==> config.mk <==
export PLATFORM = sky130hd
export DESIGN_NAME = size_exploration_sequencer_flat
export DESIGN_NICKNAME = d
export VERILOG_FILES = /design/src/rtl/size_exploration_sequencer_pkg.sv /design/src/rtl/size_exploration_sequencer_if.sv /design/src/rtl/size_exploration_sequencer_serial_operand_loader.sv /design/src/rtl/size_exploration_sequencer.sv /design/src/flat_wrapper.sv
export SDC_FILE = /design/constraint.sdc
export NUM_CORES = 1
export LEC_CHECK = 0
export ABC_CLOCK_PERIOD_IN_PS = 4500
export CORE_MARGIN = 10
export CORE_UTILIZATION = 49
export DETAILED_ROUTE_END_ITERATION = 10
export MAX_ROUTING_LAYER = met4
export PLACE_DENSITY = 0.9
export SLEW_MARGIN = 10
export SYNTH_ARGS = -nofsm -noshare
export SYNTH_HDL_FRONTEND = slang
export SYNTH_HIERARCHICAL = 1
export SYNTH_SLANG_ARGS = --single-unit
==> constraint.sdc <==
create_clock -name clk -period 4.5 [get_ports clk]
set_input_delay 0.9 -clock clk [delete_from_list [all_inputs] [get_ports clk]]
set_output_delay 0.9 -clock clk [all_outputs]
set_load 0.005 [all_outputs]
==> src/rtl/size_exploration_sequencer_pkg.sv <==
// Shared types and defaults for the size-exploration sequencer.
// Holds the FSM state encoding, default sizing and the counter width helper.
package size_exploration_pkg;

  typedef enum logic [1:0] {
    IDLE  = 2'd0,
    ISSUE = 2'd1,
    WAIT  = 2'd2,
    DONE  = 2'd3
  } state_e;

  localparam int DEF_WIDTH        = 32;
  localparam int DEF_NUM_OPERANDS = 3;
  localparam int DEF_TIMEOUT      = 16;

  // Bits needed to hold every value from 0 up to and including max_val.
  function automatic int cnt_w(input int max_val);
    return $clog2(max_val + 1);
  endfunction

endpackage

==> src/rtl/size_exploration_sequencer_if.sv <==
// Pad-side and unit-side signal bundle of the sequencer.
// master = pin wrapper / unit side, slave = the sequencer itself.
interface size_exploration_sequencer_if #(
  parameter int WIDTH        = size_exploration_pkg::DEF_WIDTH,
  parameter int NUM_OPERANDS = size_exploration_pkg::DEF_NUM_OPERANDS,
  parameter int TIMEOUT      = size_exploration_pkg::DEF_TIMEOUT
);
  localparam int CW = size_exploration_pkg::cnt_w(TIMEOUT);

  logic [NUM_OPERANDS-1:0]       serial_in;
  logic                          load_en;
  logic                          start;
  logic [NUM_OPERANDS*WIDTH-1:0] operands;
  logic                          dut_start;
  logic                          dut_done;
  logic [WIDTH-1:0]              dut_result;
  logic                          loaded;
  logic                          busy;
  logic                          result_valid;
  logic                          timeout;
  logic [CW-1:0]                 cycles_taken;
  logic [1:0]                    byte_sel;
  logic [7:0]                    byte_out;

  modport master (
    output serial_in, load_en, start, dut_done, dut_result, byte_sel,
    input  operands, dut_start, loaded, busy, result_valid, timeout,
           cycles_taken, byte_out
  );

  modport slave (
    input  serial_in, load_en, start, dut_done, dut_result, byte_sel,
    output operands, dut_start, loaded, busy, result_valid, timeout,
           cycles_taken, byte_out
  );

endinterface

==> src/rtl/size_exploration_sequencer_serial_operand_loader.sv <==
// MSB-first serial operand shift registers with a saturating bit counter.
// clear resets only the counter; operand contents survive a clear.
module serial_operand_loader
  import size_exploration_pkg::*;
#(
  parameter int WIDTH        = DEF_WIDTH,
  parameter int NUM_OPERANDS = DEF_NUM_OPERANDS
) (
  input  logic                          clk,
  input  logic                          reset,
  input  logic                          shift_en_i,
  input  logic                          clear_i,
  input  logic [NUM_OPERANDS-1:0]       serial_in_i,
  output logic [NUM_OPERANDS*WIDTH-1:0] operands_o,
  output logic                          loaded_o
);
  localparam int BW = cnt_w(WIDTH);

  logic [NUM_OPERANDS*WIDTH-1:0] ops_q, ops_d;
  logic [BW-1:0]                 bits_q, bits_d;

  always_comb begin
    ops_d  = ops_q;
    bits_d = bits_q;
    if (clear_i) begin
      bits_d = '0;
    end else if (shift_en_i) begin
      for (int i = 0; i < NUM_OPERANDS; i++) begin
        ops_d[WIDTH*i +: WIDTH] = {ops_q[WIDTH*i +: WIDTH-1], serial_in_i[i]};
      end
      // Saturate so loaded stays up while older bits fall off the top.
      if (bits_q != BW'(WIDTH)) begin
        bits_d = bits_q + BW'(1);
      end
    end
  end

  always_ff @(posedge clk or posedge reset) begin
    if (reset) begin
      ops_q  <= '0;
      bits_q <= '0;
    end else begin
      ops_q  <= ops_d;
      bits_q <= bits_d;
    end
  end

  assign operands_o = ops_q;
  assign loaded_o   = (bits_q == BW'(WIDTH));

endmodule

==> src/rtl/size_exploration_sequencer.sv <==
// Run controller: serial operand load, one-cycle start pulse, wait for done
// or timeout, then hold the captured result for byte-wise readout on the pads.
module size_exploration_sequencer
  import size_exploration_pkg::*;
#(
  parameter int WIDTH        = DEF_WIDTH,
  parameter int NUM_OPERANDS = DEF_NUM_OPERANDS,
  parameter int TIMEOUT      = DEF_TIMEOUT
) (
  input  logic                         clk,
  input  logic                         reset,
  size_exploration_sequencer_if.slave  sif
);
  localparam int TW = cnt_w(TIMEOUT);
  localparam int PW = (WIDTH < 32) ? 32 : WIDTH;

  state_e           state_q, state_d;
  logic [TW-1:0]    wcnt_q, wcnt_d;
  logic [TW-1:0]    cycles_q, cycles_d;
  logic [WIDTH-1:0] result_q, result_d;
  logic             timeout_q, timeout_d;
  logic             shift_en, clear;
  logic [PW-1:0]    res_pad;

  serial_operand_loader #(
    .WIDTH        (WIDTH),
    .NUM_OPERANDS (NUM_OPERANDS)
  ) u_loader (
    .clk         (clk),
    .reset       (reset),
    .shift_en_i  (shift_en),
    .clear_i     (clear),
    .serial_in_i (sif.serial_in),
    .operands_o  (sif.operands),
    .loaded_o    (sif.loaded)
  );

  always_comb begin
    state_d   = state_q;
    wcnt_d    = wcnt_q;
    cycles_d  = cycles_q;
    result_d  = result_q;
    timeout_d = timeout_q;
    shift_en  = 1'b0;
    clear     = 1'b0;
    case (state_q)
      IDLE, DONE: begin
        // start outranks load_en, so no shift happens on the launch cycle.
        if (sif.start) begin
          state_d   = ISSUE;
          clear     = 1'b1;
          timeout_d = 1'b0;
          wcnt_d    = '0;
        end else if (sif.load_en) begin
          state_d  = IDLE;
          shift_en = 1'b1;
        end
      end
      ISSUE: state_d = WAIT;
      WAIT: begin
        wcnt_d = wcnt_q + TW'(1);
        if (sif.dut_done) begin
          result_d = sif.dut_result;
          cycles_d = wcnt_q + TW'(1);
          state_d  = DONE;
        end else if (wcnt_q == TW'(TIMEOUT - 1)) begin
          result_d  = '0;
          timeout_d = 1'b1;
          cycles_d  = TW'(TIMEOUT);
          state_d   = DONE;
        end
      end
      default: state_d = IDLE;
    endcase
  end

  always_ff @(posedge clk or posedge reset) begin
    if (reset) begin
      state_q   <= IDLE;
      wcnt_q    <= '0;
      cycles_q  <= '0;
      result_q  <= '0;
      timeout_q <= 1'b0;
    end else begin
      state_q   <= state_d;
      wcnt_q    <= wcnt_d;
      cycles_q  <= cycles_d;
      result_q  <= result_d;
      timeout_q <= timeout_d;
    end
  end

  // Status is decoded from the state register so reset clears it at once.
  assign sif.dut_start    = (state_q == ISSUE);
  assign sif.busy         = (state_q == ISSUE) || (state_q == WAIT);
  assign sif.result_valid = (state_q == DONE);
  assign sif.timeout      = timeout_q;
  assign sif.cycles_taken = cycles_q;

  assign res_pad      = PW'(result_q);
  assign sif.byte_out = res_pad[{sif.byte_sel, 3'b000} +: 8];

endmodule
==> src/flat_wrapper.sv <==
// flat-port wrapper written by rule: the top's interface ports become plain ports
module size_exploration_sequencer_flat import size_exploration_pkg::*;
#(
  parameter int WIDTH        = DEF_WIDTH,
  parameter int NUM_OPERANDS = DEF_NUM_OPERANDS,
  parameter int TIMEOUT      = DEF_TIMEOUT
)
  (clk, reset, sif_serial_in, sif_load_en, sif_start, sif_dut_done, sif_dut_result, sif_byte_sel, sif_operands, sif_dut_start, sif_loaded, sif_busy, sif_result_valid, sif_timeout, sif_cycles_taken, sif_byte_out);
  size_exploration_sequencer_if #(.WIDTH(WIDTH), .NUM_OPERANDS(NUM_OPERANDS), .TIMEOUT(TIMEOUT)) sif_i ();
  input  logic clk;
  input  logic reset;
  input wire logic [$bits(sif_i.serial_in)-1:0] sif_serial_in;
  input wire logic [$bits(sif_i.load_en)-1:0] sif_load_en;
  input wire logic [$bits(sif_i.start)-1:0] sif_start;
  input wire logic [$bits(sif_i.dut_done)-1:0] sif_dut_done;
  input wire logic [$bits(sif_i.dut_result)-1:0] sif_dut_result;
  input wire logic [$bits(sif_i.byte_sel)-1:0] sif_byte_sel;
  output wire logic [$bits(sif_i.operands)-1:0] sif_operands;
  output wire logic [$bits(sif_i.dut_start)-1:0] sif_dut_start;
  output wire logic [$bits(sif_i.loaded)-1:0] sif_loaded;
  output wire logic [$bits(sif_i.busy)-1:0] sif_busy;
  output wire logic [$bits(sif_i.result_valid)-1:0] sif_result_valid;
  output wire logic [$bits(sif_i.timeout)-1:0] sif_timeout;
  output wire logic [$bits(sif_i.cycles_taken)-1:0] sif_cycles_taken;
  output wire logic [$bits(sif_i.byte_out)-1:0] sif_byte_out;
  assign sif_i.serial_in = sif_serial_in;
  assign sif_i.load_en = sif_load_en;
  assign sif_i.start = sif_start;
  assign sif_i.dut_done = sif_dut_done;
  assign sif_i.dut_result = sif_dut_result;
  assign sif_i.byte_sel = sif_byte_sel;
  assign sif_operands = sif_i.operands;
  assign sif_dut_start = sif_i.dut_start;
  assign sif_loaded = sif_i.loaded;
  assign sif_busy = sif_i.busy;
  assign sif_result_valid = sif_i.result_valid;
  assign sif_timeout = sif_i.timeout;
  assign sif_cycles_taken = sif_i.cycles_taken;
  assign sif_byte_out = sif_i.byte_out;
  size_exploration_sequencer #(.WIDTH(WIDTH), .NUM_OPERANDS(NUM_OPERANDS), .TIMEOUT(TIMEOUT)) u_core (.clk(clk), .reset(reset), .sif(sif_i));
endmodule
==> flow_summary_export.csv <==
group,metric,value,unit
clock_network,htreeDepth,4,
yosys,yosys_warnings,6,
timing,tightest_slew,1.206,ns
setup_path,timing.rr.start,"u_core/state_q[0]$_DFFE_PP0P_",
yosys,synth_area_leaders,"dfrtp_1 (61%), mux2_2 (17%), a22o_1 (4.9%)",
finish,drive_gt1_share,25.35,%
clock_network,insertion_delay,0.42,ns
setup_path,cp-startpoint,"sif_byte_sel[0]",
timing,rsz0062_at_grt,"no",
setup_path,endpoint_kind,"output pin",
flow_run,maxCapViolations,0,
global_route,grt_max_degree,95,
placed_design,place_area,0.007637,sq mm
yosys,synth-seq-cells,147,
global_route,antenna_found_initial,0,
placed_design,hpwl,10130,um
setup_path,cp_num_buf_inv,2,
timing,fin_crit_sh,82.29,%
placed_design,gp_congestion,0.8158,
global_route,grt_pass1_vias,4353,
clock_network,cts_tree,"built",
min_path,hold_class,"register to register",
timing,finalHoldViolCount,0,
clock_network,holdBufCountCts,0,
yosys,syn-num-nets,448,
route,dr_total_vias,3870,
clock_network,numCtsBuffers,17,
yosys,synth_top_cell_by_area,"dfrtp_1",
route,dr.pass1.iters,4,
timing,maxClockFrequency,0.2701,GHz
finish,final_cells,711,
clock_network,cts_root_buf,"clkbuf_16",
setup_path,worstPathCellList,"clkdlybuf4s50_1, mux4_2, clkdlybuf4s50_1",
setup_path,max_stage_delay,0.83,ns
yosys,syn_area,0.006035,sq mm
finish,finalInstanceArea,0.008189,sq mm
yosys,synth_cells,399,
global_route,overflow,0,
setup_path,cp.required,3.60,ns
global_route,grt_pass1_wl,22490,um
setup_path,slowest_stage,"clkdlybuf4s50_1",
route,drcViolationCount,0,
die,fp.dieArea,0.01715,sq mm
yosys,synth_edf_count,0,
die,die_w,131.0,um
setup_path,crit_type,"input port to output pin",
die,initial_utilization,50.24,%
die,dieHeight,131.0,um
yosys,syn_avg_cell_area,15.12,sq um
min_path,hold_start,"u_core/wcnt_q[4]$_DFFE_PP0P_",
timing,report.final.slew_viol_count,0,
finish,final_common_cell,"clkdlybuf4s50_1",
yosys,synthFlopType,"dfrtp_1",
placed_design,dp_cells,681,
timing,setup_viol,0,
yosys,ys_types,43,
clock_network,cts_buffer_depth,2,
timing,fin_crit,3.703,ns
timing,fin_tns_setup,0,ns
setup_path,cp-start-kind,"input port",
setup_path,cpMostUsedCell,"clkdlybuf4s50_1",
finish,layout_common_cells,"clkdlybuf4s50_1 (155), dfrtp_1 (147), mux2_2 (90)",
route,postRouteAntennaNets,0,
finish,area_delta_synth_final,35.70,%
yosys,async_reset_ff_share,100.0,%
pwr,irDropWorstVdd,333.5,uV
outcome,outcome,"complete, no violations",
timing,max-slew-margin-rel,19.60,%
timing,hold_slack,0.4959,ns
die,ios,156,
clock_network,cts.repair.resized,0,
global_route,track_usage,17.39,%
timing,fin_worst_skew,0.007942,ns
yosys,synthDominantCellAreaShare,60.96,%
route,routed_wl,13880,um
pwr,power.density,546.9,mW/mm^2
pwr,power_leakage,3.840,nW
placed_design,io_buffers,155,
route,detail_route.iter0.violations,184,
clock_network,post_cts_buffers,0,
die,core_area,0.01201,sq mm
die,row_count,40,
route,vias_per_cell,5.443,
yosys,yosysSeqAreaShare,60.96,%
route,wl_per_cell,19.52,um
setup_path,cp.arrival,2.80,ns
setup_path,cp_top_family,"buffers and inverters",
clock_network,cts_num_sinks,147,
clock_network,clk_pin_slew,0.06,ns
finish,antennaDiodeCount,0,
finish,fin_nets,602,
setup_path,crit_fanout,8,
-- synthesized netlist by cell type, drive strengths merged, types with 2 or more instances --
| cell | instances |
|---|---|
| nor3b | 3 |
| mux2 | 96 |
| xor2 | 2 |
| or4b | 2 |
| nor2 | 5 |
| a22o | 34 |
| nand4 | 2 |
| nand3 | 3 |
| nand2 | 13 |
| a31oi | 2 |
| and2 | 3 |
| buf | 23 |
| dfrtp | 147 |
| nand2b | 5 |
| nor2b | 2 |
| inv | 12 |
| a21oi | 4 |
| o21ai | 10 |
| mux4 | 8 |
| ha | 7 |
| nor3 | 2 |
-- per-layer routing --
metal  vias up  global-route usage [%]  wire length, um
li1       1753                       -                -
met1      1942                   19.15             5673
met2       147                   27.29             6591
met3        28                   7.454             1334
met4         0                   7.260              280
met5         -                       -                0
-- cell families after synthesis --
family / after synthesis / share of synthesized area [%]
flip-flops: 147 / 60.96
AND/OR/NAND/NOR: 47 / 4.811
adder cells (fa/ha/maj): 7 / 1.451
AO/OA/AOI/OAI: 55 / 7.216
multiplexers: 105 / 21.44
buffers and inverters: 35 / 3.691
XOR/XNOR: 3 / 0.4355
-- final cells by class --
class | count | area, sq um
fill | 811 | 3822
sequential | 147 | 3679
multi-input combinational | 217 | 2141
timing repair buffer | 158 | 1587
clock buffer | 20 | 466.7
tap | 147 | 183.9
clock inverter | 10 | 85.08
inverter | 12 | 47.55
-- per-stage QoR --
step	total power [mW]	utilization [%]	setup WS, ns
after detailed placement	3.196	63.58	0.7363
after floorplan	2.632	-	0.9245
after CTS	4.531	68.18	0.7363
after global placement	3.126	63.58	0.7919
after global routing	4.720	68.18	0.6429
final	4.479	68.18	0.7971
-- worst register-to-register path, delay by kind of cell (launching register included) --
family,cells,cell delay [ns]
adders and majority gates,1,0.39
buffers and inverters,3,0.75
and+or+nand+nor,2,0.67
DFF,1,0.40
muxes,1,0.41
-- power by group --
| part | total, mW | switching, mW | internal (mW) | leakage (nW) |
|---|---|---|---|---|
| registers | 1.84 | 0.219 | 1.62 | 1.96 |
| clock network | 1.31 | 0.516 | 0.791 | 0.265 |
| logic | 1.33 | 0.534 | 0.800 | 1.61 |
| total | 4.48 | 1.27 | 3.21 | 3.84 |
-- path summary, 6_finish.rpt --
check / cells past startpoint / endpoint / slack (ns)
worst max-delay path: 3 / sif_byte_out[2] / 0.80
max in group asynchronous: 3 / u_core/u_loader/operands_o[61]$_DFFE_PP0P_ / 2.56
worst min-delay path: 2 / u_core/wcnt_q[4]$_DFFE_PP0P_ / 0.50
worst max register to register: 7 / u_core/u_loader/operands_o[24]$_DFFE_PP0P_ / 1.77
min in group asynchronous: 3 / u_core/wcnt_q[0]$_DFFE_PP0P_ / 1.06
worst min register to register: 2 / u_core/wcnt_q[4]$_DFFE_PP0P_ / 0.50
-- registers in the layout (all words and copies together) (netlist names) --
signal                      count
u_core/res_pad                 32
u_core/state_q                  2
u_core/sif.timeout              1
u_core/wcnt_q                   5
u_core/u_loader/bits_q          6
u_core/u_loader/operands_o     96
u_core/sif.cycles_taken         5
Power figures use the tool's default switching activity.
